`config.mk`:
```
export PLATFORM = sky130hd
export DESIGN_NAME = clk_div_multi_flat
export DESIGN_NICKNAME = d
export VERILOG_FILES = /design/src/rtl/clk_div_pkg.sv /design/src/rtl/clk_div_multi_if.sv /design/src/rtl/clk_div_ch.sv /design/src/rtl/clk_div_multi.sv /design/src/flat_wrapper.sv
export SDC_FILE = /design/constraint.sdc
export NUM_CORES = 1
export LEC_CHECK = 0
export ABC_AREA = 1
export ABC_CLOCK_PERIOD_IN_PS = 2700
export BUFFER_PORTS_ARGS = -buffer_cell sky130_fd_sc_hd__buf_4
export CAP_MARGIN = 20
export CORE_MARGIN = 8
export CORE_UTILIZATION = 49
export DETAILED_ROUTE_END_ITERATION = 10
export GPL_ROUTABILITY_DRIVEN = 0
export GPL_TIMING_DRIVEN = 0
export PLACE_DENSITY = 0.72
export SLEW_MARGIN = 20
export SYNTH_ARGS = -nofsm -noshare
export SYNTH_HDL_FRONTEND = slang
export SYNTH_SLANG_ARGS = --single-unit
```
`constraint.sdc`:
```
create_clock -name i_ref_clk -period 2.7 [get_ports i_ref_clk]
set_input_delay 0.54 -clock i_ref_clk [delete_from_list [all_inputs] [get_ports i_ref_clk]]
set_output_delay 0.54 -clock i_ref_clk [all_outputs]
set_load 0.05 [all_outputs]
```
`src/rtl/clk_div_pkg.sv`:
```
// Shared types and helpers for the multi-channel clock divider.
// Phase lengths and the bypass test live here so every channel uses the same arithmetic.
package clk_div_pkg;

    localparam int MAX_CH = 8;

    typedef enum logic {
        PH_LOW  = 1'b0,
        PH_HIGH = 1'b1
    } phase_e;

    // Odd ratios put the extra reference cycle in the low phase.
    function automatic int unsigned low_len(input int unsigned r);
        return (r + 1) >> 1;
    endfunction

    function automatic int unsigned high_len(input int unsigned r);
        return r >> 1;
    endfunction

    function automatic logic is_bypass(input logic en, input int unsigned r);
        return (!en) || (r < 2);
    endfunction

endpackage

```
`src/rtl/clk_div_multi_if.sv`:
```
// Per-channel enable/ratio inputs and divided-clock/tick/update outputs of clk_div_multi.
// The slave modport is the divider side, the master modport is the controlling side.
interface clk_div_multi_if #(
    parameter int NUM_CH = 2,
    parameter int DIV_W  = 4
);

    logic [NUM_CH-1:0]       i_clk_en;
    logic [NUM_CH*DIV_W-1:0] i_div_ratio;
    logic [NUM_CH-1:0]       o_div_clk;
    logic [NUM_CH-1:0]       o_tick;
    logic [NUM_CH-1:0]       o_ratio_upd;

    modport master (
        output i_clk_en,
        output i_div_ratio,
        input  o_div_clk,
        input  o_tick,
        input  o_ratio_upd
    );

    modport slave (
        input  i_clk_en,
        input  i_div_ratio,
        output o_div_clk,
        output o_tick,
        output o_ratio_upd
    );

endinterface

```
`src/rtl/clk_div_ch.sv`:
```
// One divider channel: phase counter, low/high phase FSM, boundary ratio latch, tick and update pulses.
// Optional macro CLK_DIV_ODD_DUTY50_EN adds a negedge flop for true 50% duty on odd ratios.
module clk_div_ch
    import clk_div_pkg::*;
#(
    parameter int DIV_W = 4
) (
    input  logic             i_ref_clk,
    input  logic             i_rst,
    input  logic             i_clk_en,
    input  logic [DIV_W-1:0] i_ratio,
    output logic             o_div_clk,
    output logic             o_tick,
    output logic             o_ratio_upd
);

    phase_e           phase_q, phase_d;
    logic [DIV_W-1:0] cnt_q, cnt_d;
    logic [DIV_W-1:0] r_act_q, r_act_d;
    logic             tick_q, tick_d;
    logic             upd_q, upd_d;

    logic             div_q;
    logic             bypass;
    logic             divOut;
    logic [DIV_W-1:0] lowLast;
    logic [DIV_W-1:0] highLast;

    assign div_q    = (phase_q == PH_HIGH);
    assign bypass   = is_bypass(i_clk_en, 32'(r_act_q));
    assign lowLast  = DIV_W'(low_len(32'(r_act_q)) - 32'd1);
    assign highLast = DIV_W'(high_len(32'(r_act_q)) - 32'd1);

    always_ff @(posedge i_ref_clk or posedge i_rst) begin
        if (i_rst) begin
            phase_q <= PH_LOW;
            cnt_q   <= '0;
            r_act_q <= '0;
            tick_q  <= 1'b0;
            upd_q   <= 1'b0;
        end else begin
            phase_q <= phase_d;
            cnt_q   <= cnt_d;
            r_act_q <= r_act_d;
            tick_q  <= tick_d;
            upd_q   <= upd_d;
        end
    end

    // The ratio is only re-latched at the low-to-high boundary, so a period in flight never shortens.
    always_comb begin
        phase_d = phase_q;
        cnt_d   = cnt_q;
        r_act_d = r_act_q;
        tick_d  = 1'b0;
        upd_d   = 1'b0;
        if (bypass) begin
            phase_d = PH_LOW;
            cnt_d   = '0;
            r_act_d = i_ratio;
            tick_d  = i_clk_en;
        end else begin
            unique case (phase_q)
                PH_LOW: begin
                    if (cnt_q == lowLast) begin
                        phase_d = PH_HIGH;
                        cnt_d   = '0;
                        r_act_d = i_ratio;
                        tick_d  = 1'b1;
                        upd_d   = (i_ratio != r_act_q);
                    end else begin
                        cnt_d = cnt_q + 1'b1;
                    end
                end
                PH_HIGH: begin
                    if (cnt_q == highLast) begin
                        phase_d = PH_LOW;
                        cnt_d   = '0;
                    end else begin
                        cnt_d = cnt_q + 1'b1;
                    end
                end
                default: begin
                    phase_d = PH_LOW;
                    cnt_d   = '0;
                end
            endcase
        end
    end

`ifdef CLK_DIV_ODD_DUTY50_EN
    logic div_neg_q;

    // Half-cycle delayed copy stretches the short high phase of odd ratios by half a reference period.
    always_ff @(negedge i_ref_clk or posedge i_rst) begin
        if (i_rst) begin
            div_neg_q <= 1'b0;
        end else begin
            div_neg_q <= div_q;
        end
    end

    assign divOut = r_act_q[0] ? (div_q | div_neg_q) : div_q;
`else
    assign divOut = div_q;
`endif

    assign o_div_clk   = bypass ? i_ref_clk : divOut;
    assign o_tick      = tick_q;
    assign o_ratio_upd = upd_q;

endmodule

```
`src/rtl/clk_div_multi.sv`:
```
// Multi-channel programmable integer clock divider; one clk_div_ch per channel sharing i_ref_clk.
// Optional macro CLK_DIV_ODD_DUTY50_EN selects true 50% duty for odd ratios in every channel.
module clk_div_multi
    import clk_div_pkg::*;
#(
    parameter int NUM_CH = 2,
    parameter int DIV_W  = 4
) (
    input  logic            i_ref_clk,
    input  logic            i_rst,
    clk_div_multi_if.slave  bus
);

    for (genvar c = 0; c < NUM_CH; c++) begin : gCh
        clk_div_ch #(
            .DIV_W (DIV_W)
        ) uCh (
            .i_ref_clk   (i_ref_clk),
            .i_rst       (i_rst),
            .i_clk_en    (bus.i_clk_en[c]),
            .i_ratio     (bus.i_div_ratio[c*DIV_W +: DIV_W]),
            .o_div_clk   (bus.o_div_clk[c]),
            .o_tick      (bus.o_tick[c]),
            .o_ratio_upd (bus.o_ratio_upd[c])
        );
    end

endmodule

```
`src/flat_wrapper.sv`:
```
// flat-port wrapper written by rule: the top's interface ports become plain ports
module clk_div_multi_flat import clk_div_pkg::*;
#(
    parameter int NUM_CH = 2,
    parameter int DIV_W  = 4
)
  (i_ref_clk, i_rst, bus_i_clk_en, bus_i_div_ratio, bus_o_div_clk, bus_o_tick, bus_o_ratio_upd);
  clk_div_multi_if #(.NUM_CH(NUM_CH), .DIV_W(DIV_W)) bus_i ();
  input  logic i_ref_clk;
  input  logic i_rst;
  input wire logic [$bits(bus_i.i_clk_en)-1:0] bus_i_clk_en;
  input wire logic [$bits(bus_i.i_div_ratio)-1:0] bus_i_div_ratio;
  output wire logic [$bits(bus_i.o_div_clk)-1:0] bus_o_div_clk;
  output wire logic [$bits(bus_i.o_tick)-1:0] bus_o_tick;
  output wire logic [$bits(bus_i.o_ratio_upd)-1:0] bus_o_ratio_upd;
  assign bus_i.i_clk_en = bus_i_clk_en;
  assign bus_i.i_div_ratio = bus_i_div_ratio;
  assign bus_o_div_clk = bus_i.o_div_clk;
  assign bus_o_tick = bus_i.o_tick;
  assign bus_o_ratio_upd = bus_i.o_ratio_upd;
  clk_div_multi #(.NUM_CH(NUM_CH), .DIV_W(DIV_W)) u_core (.i_ref_clk(i_ref_clk), .i_rst(i_rst), .bus(bus_i));
endmodule
```
==> impl_results.md <==
* Cell-by-cell trace of the critical path: clkbuf_4, inv_1, o21ai_0, buf_4, buf_4
* Status: complete, no violations
* Pins Over Slew Limit at 0
* Initial Util at 0.517
* Routed wire length at 3360 microns
* Synthesis-stage register bit count at 22
* Std-Cell Core Area at 3390 sq um
* Inserted Diodes at 0
* Crit Path Class: clk2out
* DR iter-0 viols at 93
* Drt via density at 4.75
* Sequential-to-total area share from yosys stat at 0.314
* Initial antenna violation count at 0
* Final Hold Viols at 0
* Crit start category: clock port
* Most frequent cells in the layout: nand2_1 (50), nand3_1 (32), inv_1 (27), buf_4 (24), dfrtp_1 (21)
* Leak at 1.01 nW
* Setup TNS at 0 ps
* Via Count at 1406
* RSZ-0062 raised after global routing: no
* P&R area growth vs syn at 12.4%
* Simple-Gate Fraction of Synth Area at 0.350
* Clock Tree Buf Depth at 2
* Crit path capture type: output pin
* Mux cell area share after synthesis at 0
* Post-Layout Cell Count at 296
* Final net count at 273
* TritonRoute pass-1 iters at 4
* Dpl cells at 291
* Cell mode on critical path: buf_4
* Largest family of logic cells by synthesized area: simple AND/OR/NAND/NOR gates
* CP max FO at 14
* Hold_buf cts at 0
* Distinct cells, synth at 19
* Min setup slack post-route at 111 ps
* Crit path from: i_ref_clk
* Layout cells sized above 1 at 0.264
* Clock Latency Late Sink at ~440 ps
* Cell Area, Synth at 1750 sq um
* GRT overflow at 0
* Clock skew at approximately 240 ps
* DRC violations left at 0
* Worst Tran Pin Value at slightly above 800 ps
* Die area at 5740 sq um
* Avg WL per Cell at roughly 11 microns
* Synth Area in Compound Gates at 0.0300
* Setup Slack @ Placement at 394 ps
* Clk slew on worst S/H paths at 130 ps
* WP data required at 2160 ps
* Die height at ~76 microns
* DP HPWL at 2670 microns
* Worst stage delay on the critical path at 180 ps
* Post-Syn Area per Cell at 7.68 sq um
* Adder-Cell Fraction of Synth Area at 0.0714
* FF-to-FF Start: u_core.gCh[1].uCh.r_act_q[0]
* CTS buffer count at 3
* Number of warning messages in the yosys log at 0
* Max stage delay cell, worst path: clkbuf_4
* CTS root buffer: clkbuf_4
* Vias in the first global route at 1380
* Worst min-delay path class: in2async
* PortBufs at 17
* H-tree depth at 1
* Maximum vdd drop at around 0.69 mV
* Die X-Extent at 75.8 microns
* Largest net degree at the start of global routing at 23
* CP arrival at a little over 2000 ps
* R2R Setup Slk at 380 ps
* Most common cell after layout, fill and taps aside: nand2_1
* Final Util at 0.581
* GRT Overall Usage at 0.143
* Final Setup Violations at 0
* Final ANT Viol Nets at 0
* Mapped Nets at 250
* Max_cap viols at 0
* I/O pin cnt at 18
* Row cnt at 21
* Cells after synthesis at 228
* Synth Area in XOR/XNOR at 0.110
* Pwr Density at 1350 nW/um^2
* CTS tree: done
* Minimum hold slack at 246 ps
* Max-slew headroom at 0.459
* First-pass GRT wire length at 6000 microns
## path summary, 6_finish.rpt
kind	endpoint	depth (start not counted)
hold reg to reg	u_core.gCh[1].uCh.r_act_q[2]	3
max in group asynchronous	u_core.gCh[0].uCh.o_ratio_upd	2
setup / recovery	bus_o_div_clk[0]	5
setup reg to reg	u_core.gCh[1].uCh.r_act_q[3]	14
hold / removal	u_core.gCh[1].uCh.r_act_q[0]	2
min in group i_ref_clk	u_core.gCh[1].uCh.r_act_q[2]	3
## logic make-up after synthesis
group	count (synthesis)
DFF	22
AOI/OAI and AO/OA	8
adders and majority gates	10
buffers and inverters	44
xor gates and xnor gates	22
and+or+nand+nor	122
## area by class of cell
class / instances / area [sq um]
flip-flops and latches: 22 / 552
clock buffers: 4 / 30.0
inverters: 33 / 124
fillers: 308 / 1420
well taps: 46 / 57.6
repair buffers: 16 / 120
clock inverters: 3 / 12.5
multi-input cells: 162 / 983
plain buffers: 10 / 90.1
## flip-flops by register name, indices dropped and copies added, names as in the netlist
name	cells
u_core.gCh.uCh.cnt_q	8
u_core.gCh.uCh.divOut	2
u_core.gCh.uCh.o_ratio_upd	2
u_core.gCh.uCh.o_tick	2
u_core.gCh.uCh.r_act_q	8
## metrics by stage
step	total power [mW]	cell area [sq um]
3_5_place_dp	2.49	1940
5_1_grt	2.96	1970
4_1_cts	2.66	1960
2_1_floorplan	2.16	1750
6_report	2.66	1970
3_3_place_gp	2.47	1940
## where the power goes
part           switching [mW]  total (mW)  internal, mW  leakage, nW
registers               0.146       0.602         0.455        0.286
logic                    1.02        1.70         0.679        0.683
clock network           0.240       0.351         0.111       0.0436
total                    1.41        2.66          1.25         1.01
## synthesized netlist by cell type
master    instances  share of area
nand2_1          50           0.11
a21boi_1          2         0.0086
buf_4             6          0.026
xor2_1           10          0.050
a21oi_1           2         0.0057
nand3_1          32          0.091
nor2_2           10          0.036
nand2_2          10          0.036
xnor2_1          12          0.060
a21oi_2           2          0.010
buf_6             4          0.026
ha_1             10          0.071
nand4_1           4          0.014
dfrtp_1          22           0.31
o21ai_0           2         0.0057
inv_2             8          0.017
nor2_1           12          0.026
nand3_4           4          0.040
inv_1            26          0.056
## worst max-delay path, delay by kind of cell
kind	cells	cell delay (ps)
AOI/OAI and AO/OA	1	120
buffers and inverters	4	580
## per-layer routing
metal / vias to the layer above / GRT usage / share of wire
met1: 621 / 0.192 / 0.51
met5: - / 0 / 0
met4: 0 / 0.0320 / 0.011
met3: 4 / 0.0316 / 0.052
li1: 751 / - / -
met2: 30 / 0.226 / 0.43
## timing repair
| item | in CTS | in global routing |
|---|---|---|
| resized for setup | 0 | 1 |
| buffers inserted | 0 | 1 |
| endpoints found under the setup margin | 1 | 1 |
Note: power is estimated with default switching activity, not from simulation.
